$ cat src/rtl/rsa_pkg.sv
// Shared RSA key-generation definitions: default operand widths and the create_d state encoding.
package rsa_pkg;
  localparam int RSA_W   = 64;
  localparam int RSA_CW  = 7;
  localparam int RSA_L_W = RSA_W;
  localparam int RSA_E_W = RSA_W;
  localparam int RSA_D_W = RSA_W;

  typedef enum logic [3:0] {
    S_IDLE, S_CHECK, S_DIV, S_MUL, S_UPD, S_FIN, S_FAIL, S_DONE, S_VERIFY
  } create_d_state_t;
endpackage

$ cat src/rtl/divmod_seq.sv
// W-bit restoring divider, one quotient bit per clock. The go cycle performs the first
// step on the live inputs, so q/rem are final after exactly W edges and done pulses then.
module divmod_seq
  import rsa_pkg::*;
#(
  parameter int W  = RSA_W,
  parameter int CW = RSA_CW
) (
  input  logic         clk,
  input  logic         rst,
  input  logic         go,
  input  logic [W-1:0] dividend,
  input  logic [W-1:0] divisor,
  output logic [W-1:0] q,
  output logic [W-1:0] rem,
  output logic         done
);
  logic [W-1:0]  dq, rm, dv, s_dq, s_rm, s_dv, n_dq, n_rm;
  logic [W:0]    trial;
  logic [CW-1:0] cnt;

  always_comb begin
    s_dq  = go ? dividend : dq;
    s_rm  = go ? '0 : rm;
    s_dv  = go ? divisor : dv;
    trial = {s_rm, s_dq[W-1]};
    if (trial >= {1'b0, s_dv}) begin
      n_rm = W'(trial - {1'b0, s_dv});
      n_dq = {s_dq[W-2:0], 1'b1};
    end else begin
      n_rm = trial[W-1:0];
      n_dq = {s_dq[W-2:0], 1'b0};
    end
  end

  always_ff @(posedge clk) begin
    if (rst) begin
      dq   <= '0;
      rm   <= '0;
      dv   <= '0;
      cnt  <= '0;
      done <= 1'b0;
    end else begin
      done <= 1'b0;
      if (go) begin
        dq  <= n_dq;
        rm  <= n_rm;
        dv  <= divisor;
        cnt <= CW'(W - 1);
      end else if (cnt != '0) begin
        dq   <= n_dq;
        rm   <= n_rm;
        cnt  <= cnt - CW'(1);
        done <= (cnt == CW'(1));
      end
    end
  end

  assign q   = dq;
  assign rem = rm;
endmodule

$ cat src/rtl/create_d.sv
// Private exponent D = E^-1 mod L by iterative extended Euclid with a serial divider and
// shift-add multiplier. Define CREATE_D_VERIFY_EN to add a serial E*D mod L == 1 self-check.
module create_d
  import rsa_pkg::*;
#(
  parameter int W  = RSA_W,
  parameter int CW = RSA_CW
) (
  input  logic         clk,
  input  logic         rst,
  input  logic [W-1:0] L,
  input  logic [W-1:0] E,
  input  logic         start_n,
  output logic [W-1:0] D,
  output logic         ready_n,
  output logic         err_n,
  output logic         busy
);
  create_d_state_t   state;
  logic [W-1:0]      r0, r1, l_q, mq, d_fin;
  logic signed [W:0] t0, t1, mc, p;
  logic [CW-1:0]     mcnt;
  logic              red;
  logic              go, div_done;
  logic [W-1:0]      dividend, divisor, div_q, div_rem;

  divmod_seq #(.W(W), .CW(CW)) u_div (
    .clk(clk), .rst(rst), .go(go), .dividend(dividend), .divisor(divisor),
    .q(div_q), .rem(div_rem), .done(div_done)
  );

  // Launch the divider on the edge that enters DIV, so DIV occupies exactly W cycles.
  always_comb begin
    go       = 1'b0;
    dividend = r0;
    divisor  = r1;
    case (state)
      S_CHECK: if (!(r0 < W'(2) || r1 == '0)) begin
        go = 1'b1;
        if (r1 >= r0) begin
          dividend = r1;
          divisor  = r0;
        end
      end
      S_DIV: if (div_done && red && div_rem != '0) begin
        go      = 1'b1;
        divisor = div_rem;
      end
      S_UPD: if (div_rem != '0) begin
        go       = 1'b1;
        dividend = r1;
        divisor  = div_rem;
      end
      default: ;
    endcase
  end

  // Negative t0 lies in (-L, 0); adding L modulo 2^W yields the canonical residue.
  assign d_fin = t0[W-1:0] + (t0[W] ? l_q : '0);

`ifdef CREATE_D_VERIFY_EN
  logic [W-1:0]  e_red, vacc, vb, va_n;
  logic [W+1:0]  a2, l2;
  logic [CW-1:0] vcnt;

  // Interleaved modmul: acc = 2*acc + bit*e stays below 3L, so at most one of two subtractions.
  always_comb begin
    a2 = {1'b0, vacc, 1'b0} + (vb[W-1] ? {2'b0, e_red} : '0);
    l2 = {1'b0, l_q, 1'b0};
    if (a2 >= l2)                va_n = W'(a2 - l2);
    else if (a2 >= {2'b0, l_q})  va_n = W'(a2 - {2'b0, l_q});
    else                         va_n = W'(a2);
  end
`endif

  always_ff @(posedge clk) begin
    if (rst) begin
      state   <= S_IDLE;
      D       <= '0;
      ready_n <= 1'b1;
      err_n   <= 1'b1;
      busy    <= 1'b0;
      r0      <= '0;
      r1      <= '0;
      l_q     <= '0;
      t0      <= '0;
      t1      <= '0;
      mc      <= '0;
      p       <= '0;
      mq      <= '0;
      mcnt    <= '0;
      red     <= 1'b0;
`ifdef CREATE_D_VERIFY_EN
      e_red   <= '0;
      vacc    <= '0;
      vb      <= '0;
      vcnt    <= '0;
`endif
    end else begin
      case (state)
        S_IDLE: if (!start_n) begin
          l_q     <= L;
          r0      <= L;
          r1      <= E;
          t0      <= '0;
          t1      <= {{W{1'b0}}, 1'b1};
          red     <= 1'b0;
          busy    <= 1'b1;
          ready_n <= 1'b1;
          err_n   <= 1'b1;
          state   <= S_CHECK;
        end
        S_CHECK: begin
          if (r0 < W'(2) || r1 == '0) state <= S_FAIL;
          else begin
            red   <= (r1 >= r0);
            state <= S_DIV;
`ifdef CREATE_D_VERIFY_EN
            e_red <= r1;
`endif
          end
        end
        S_DIV: if (div_done) begin
          if (red) begin
            // E mod L is done; the first Euclid division was already launched above.
            red   <= 1'b0;
            r1    <= div_rem;
            state <= (div_rem == '0) ? S_FAIL : S_DIV;
`ifdef CREATE_D_VERIFY_EN
            e_red <= div_rem;
`endif
          end else begin
            mc    <= t1;
            mq    <= div_q;
            p     <= '0;
            mcnt  <= CW'(W);
            state <= S_MUL;
          end
        end
        S_MUL: begin
          if (mq[0]) p <= p + mc;
          mc   <= mc <<< 1;
          mq   <= mq >> 1;
          mcnt <= mcnt - CW'(1);
          if (mcnt == CW'(1)) state <= S_UPD;
        end
        S_UPD: begin
          r0    <= r1;
          r1    <= div_rem;
          t0    <= t1;
          t1    <= t0 - p;
          state <= (div_rem == '0) ? S_FIN : S_DIV;
        end
        S_FIN: begin
          if (r0 != W'(1)) state <= S_FAIL;
          else begin
            D     <= d_fin;
`ifdef CREATE_D_VERIFY_EN
            vacc  <= '0;
            vb    <= d_fin;
            vcnt  <= CW'(W);
            state <= S_VERIFY;
`else
            state <= S_DONE;
`endif
          end
        end
`ifdef CREATE_D_VERIFY_EN
        S_VERIFY: begin
          vacc <= va_n;
          vb   <= vb << 1;
          vcnt <= vcnt - CW'(1);
          if (vcnt == CW'(1)) begin
            if (va_n != W'(1)) begin
              D     <= '0;
              err_n <= 1'b0;
            end
            state <= S_DONE;
          end
        end
`endif
        S_FAIL: begin
          D     <= '0;
          err_n <= 1'b0;
          state <= S_DONE;
        end
        S_DONE: begin
          ready_n <= 1'b0;
          busy    <= 1'b0;
          state   <= S_IDLE;
        end
        default: state <= S_IDLE;
      endcase
    end
  end
endmodule
$ cat config.mk
export PLATFORM = sky130hd
export DESIGN_NAME = create_d
export DESIGN_NICKNAME = d
export VERILOG_FILES = /design/src/rtl/rsa_pkg.sv /design/src/rtl/divmod_seq.sv /design/src/rtl/create_d.sv
export SDC_FILE = /design/constraint.sdc
export NUM_CORES = 2
export LEC_CHECK = 0
export CORE_MARGIN = 2
export CORE_UTILIZATION = 40
export DETAILED_ROUTE_END_ITERATION = 6
export SLEW_MARGIN = 20
export SYNTH_ARGS = -nofsm -noshare
export SYNTH_HDL_FRONTEND = slang
export SYNTH_SLANG_ARGS = --single-unit
$ cat constraint.sdc
create_clock -name clk -period 6.5 [get_ports clk]
set_input_delay 1.95 -clock clk [delete_from_list [all_inputs] [get_ports clk]]
set_output_delay 1.95 -clock clk [all_outputs]
set_load 0.02 [all_outputs]
==> impl_results.md <==
- Outcome: finished, final reports clean
- Internal reg-to-reg setup slack: 0.25 ns
- Largest fanout on the critical path: 32
- Congestion Overflow GR: 0
- Number of max-slew violations in the final report: 0
- Initial DRC Count: 4831
- Dominant combinational cell family by area after synthesis: compound AO/OA/AOI/OAI gates
- IO Count: 198
- Worst Setup Path Type: reg2reg
- Peak ir drop on the vdd network: 0.2729 mV
- Required time at the endpoint of the critical path: 7.14 ns
- Number of distinct library cells after synthesis: 92
- Post-synthesis simple-gate area fraction: 0.2096
- Setup slack at placement: between 0.02 and 0.025 ns
- Yosys top cell area share: 0.3243
- Cell accounting for the most synthesized area: dfxtp_1
- Number of buffers inserted by port buffering: 197
- Last weighted congestion value of the routability-driven placer: ~0.97
- CTS root buffer: clkbuf_16
- Worst hold endpoint: D[55]
- Clock latency on the worst-skew pair: between 0.7 and 0.8 ns
- Share of synthesized area occupied by flip-flops and latches: 0.3243
- Area of the die: 0.1253 mm2
- XOR/XNOR Fraction of Synth Area: 0.04361
- Critical register-to-register path startpoint: r1[47]
- Complex-gate fraction of the synthesized area: 0.2761
- Antenna-violating nets left: 0
- Vias in the first global route: around 46000
- Capturing point of the worst reg2reg path: u_div.rem[0]
- Floorplan Core Area: 0.1217 mm2
- Minimum clock period: 6.247 ns
- All-Layer GR Usage: 0.2807
- Largest net degree at the start of global routing: 223
- Startpoint class of the critical path: flop
- Average via count per standard cell: 5.895
- Final Hold Vio Count: 0
- Library cell with the highest instance count after synthesis: nand2_1
- Maxcap violations: 0
- Final worst clock skew: around 0.03 ns
- Headroom to the max-slew limit: 0.2241
- Kind of capture point of the worst setup path: flop
- Critical Path AT: 6.89 ns
- Portion of netlist area occupied by mux cells: 0.01307
- PwrDens: 360.5 mW/mm2
- Final worst setup slack: 0.2528 ns
- Cell types with the largest area share after synthesis: dfxtp_1, ha_1, nand2_1, nor2_1, a21oi_1
- Fraction of the mapped netlist area in adder cells: 0.08435
- Worst hold slack across all endpoints: 0.4414 ns
- Height of the chip: 354.0 um
- Post-route fraction of the period consumed by the critical path: 0.9611
- CTS Buffer Depth: 3
- Placement-stage cell area: 0.05484 mm2
- Post-detailed-route DRC marker count: 0
- Depth of the most critical reg-to-reg path: 23
- Final count of negative-setup-slack endpoints: 0
- Synthesized area per cell: around 7.8 um2
- Post-route cell area: 0.05832 mm2
- CTS H-tree depth: 3
- Drt pass-1 iters: 6
- Most frequent cells after synthesis: nand2_1, dfxtp_1, nor2_1
- Initial antenna violation count: 8
- Register clock-pin slew on the reported worst setup and hold paths: around 0.06 ns
- Fin nets: 7070
- Total wire length after detailed routing: 182800 um
- Number of clock sinks seen by CTS: 794
- Max Clock Freq: roughly 0.16 GHz
- Average wire length per cell after detail routing: 21.98 um
- Clock tree from TritonCTS: built
- Via Count: 49019
- Worst min-delay path class: reg2reg
- Startpoint of the worst hold path: D[55]
- Fraction of registers with async set or reset after synthesis: 0
- Leakage power total: 23.23 nW
- Die X-Extent: between 300 and 400 um
- Global-route wire length before repair: 277800 um
- Clock buffers created by TritonCTS: 95
- Cell count after synthesis: approximately 6300
- Initial cell density of the core: 0.4026
- Hold-critical path depth: 2
- Syn. warnings: 0
- Number of cell rows: 128
- RSZ-0062 raised after global routing: true
- Number of nets produced by synthesis: 6782
- Fraction of layout instances using a drive strength above 1: 0.1000
- Most common flop cell mapped by yosys: dfxtp_1
- Slew at the pin closest to its max-slew limit: about 1.2 ns
- Post-synthesis to final-layout area growth: 19.01%
- Number of enable flip-flop cells after synthesis: 0
- DP Wirelength: around 140000 um
- Flops & latches, synth: 794
- Mapped Area: slightly below 0.05 mm2
## per-layer routing
metal / track usage / up-vias / wire (um)
li1: - / 23503 / -
met1: 0.3920 / 23544 / 83340
met2: 0.4414 / 1631 / 80830
met3: 0.03557 / 337 / 11310
met4: 0.1044 / 4 / 7311
met5: 0 / - / 25
## cells in the final DEF (no fill, tap or decap), types with 51 or more instances in the layout
cell	synthesis	layout
a211oi_1	218	217
a21o_1	223	223
a21oi_1	396	394
a221oi_1	93	90
a22oi_1	140	139
a311oi_1	209	209
a31oi_1	139	139
and2_1	142	141
buf_4	6	400
clkbuf_16	0	96
clkdlybuf4s50_1	0	196
dfxtp_1	794	793
ha_1	324	324
inv_1	196	196
mux2i_1	64	64
nand2_1	996	992
nand3_1	80	79
nand4_1	72	72
nor2_1	683	676
nor2b_1	87	87
nor3_1	72	70
nor4_1	65	61
o21ai_0	215	214
o21bai_1	51	51
xnor2_1	143	143
xor2_1	101	101
## where the power goes
group          internal [mW]  switching [mW]
sequential              5.48           0.617
combinational           3.95            5.25
clock                   3.41            2.32
## flip-flops by register name, summed over array words and instances, names as in the netlist, 64 cells and up
name,cells
D,64
l_q,64
mc,65
mq,64
p,65
r0,64
r1,64
t0,65
t1,65
u_div.dv,64
u_div.q,64
u_div.rem,64
## final cells by class
type | instances | area, um2
inverter | 197 | 739.5
clock buffer | 134 | 2765
fill | 12173 | 63400
tap | 1625 | 2033
clock inverter | 42 | 559.3
timing repair buffer | 617 | 5370
sequential | 794 | 15900
antenna | 1 | 2.502
multi-input combinational | 4906 | 30950
## cells by family (layout without fill, tap and decap cells)
group                    Yosys count  in the layout
AND/OR/NAND/NOR                 2328           2328
buffers and inverters            624            990
other                              0              1
adder cells (fa/ha/maj)          328            328
multiplexers                      64             64
flip-flops                       794            794
XOR/XNOR                         244            244
AO/OA/AOI/OAI                   1941           1942
## per-stage QoR
| stage | total power [mW] | cells | util | setup TNS (ns) |
|---|---|---|---|---|
| 2_1_floorplan | 11.36 | 6323 | - | 0 |
| 3_3_place_gp | 15.10 | 8134 | 0.4506 | 0 |
| 3_5_place_dp | 15.16 | 8134 | 0.4506 | 0 |
| 4_1_cts | 20.92 | 8310 | 0.4780 | 0 |
| 5_1_grt | 22.16 | 8315 | 0.4791 | -0.01172 |
| 6_report | 21.03 | 8316 | 0.4792 | 0 |
## worst max path at each step
| stage | from | end | slack [ns] | depth (start not counted) |
|---|---|---|---|---|
| 6_report | r1[47] | u_div.rem[0] | 0.25 | 23 |
| 3_3_place_gp | r0[5] | u_div.rem[0] | 0.21 | 28 |
| 3_5_place_dp | r0[5] | u_div.rem[20] | 0.02 | 27 |
| 5_1_grt | r0[29] | u_div.rem[0] | -0.01 | 30 |
| 2_1_floorplan | r0[57] | u_div.rem[56] | 0.81 | 26 |
| 4_1_cts | r0[5] | u_div.rem[20] | 0.05 | 27 |
## what timing repair did
item | in CTS | in global routing
setup endpoints to repair | 3 | 64
gates resized for setup | 1 | 17
pin swaps | 0 | 3
hold buffers | 0 | 0
buffers inserted | 0 | 3
cloned | 0 | 1
## critical path, cell delays in order (launching register included)
cell	delay (ns)
dfxtp_1	0.41
nor4_1	0.64
nand4_1	0.28
nor4_1	0.46
nor2_1	0.10
and3_1	0.22
buf_4	0.15
or2_2	0.38
buf_4	0.23
o221ai_1	0.28
ha_1	0.22
nor2b_1	0.20
o31a_2	0.16
nor4_1	0.06
o31a_1	0.36
or4_4	0.56
a21oi_2	0.34
nor3_4	0.08
o21a_1	0.24
buf_12	0.19
buf_4	0.15
nor4_1	0.23
a31oi_1	0.08
o21ai_0	0.10
No activity file was read; power rests on OpenSTA's default activity.
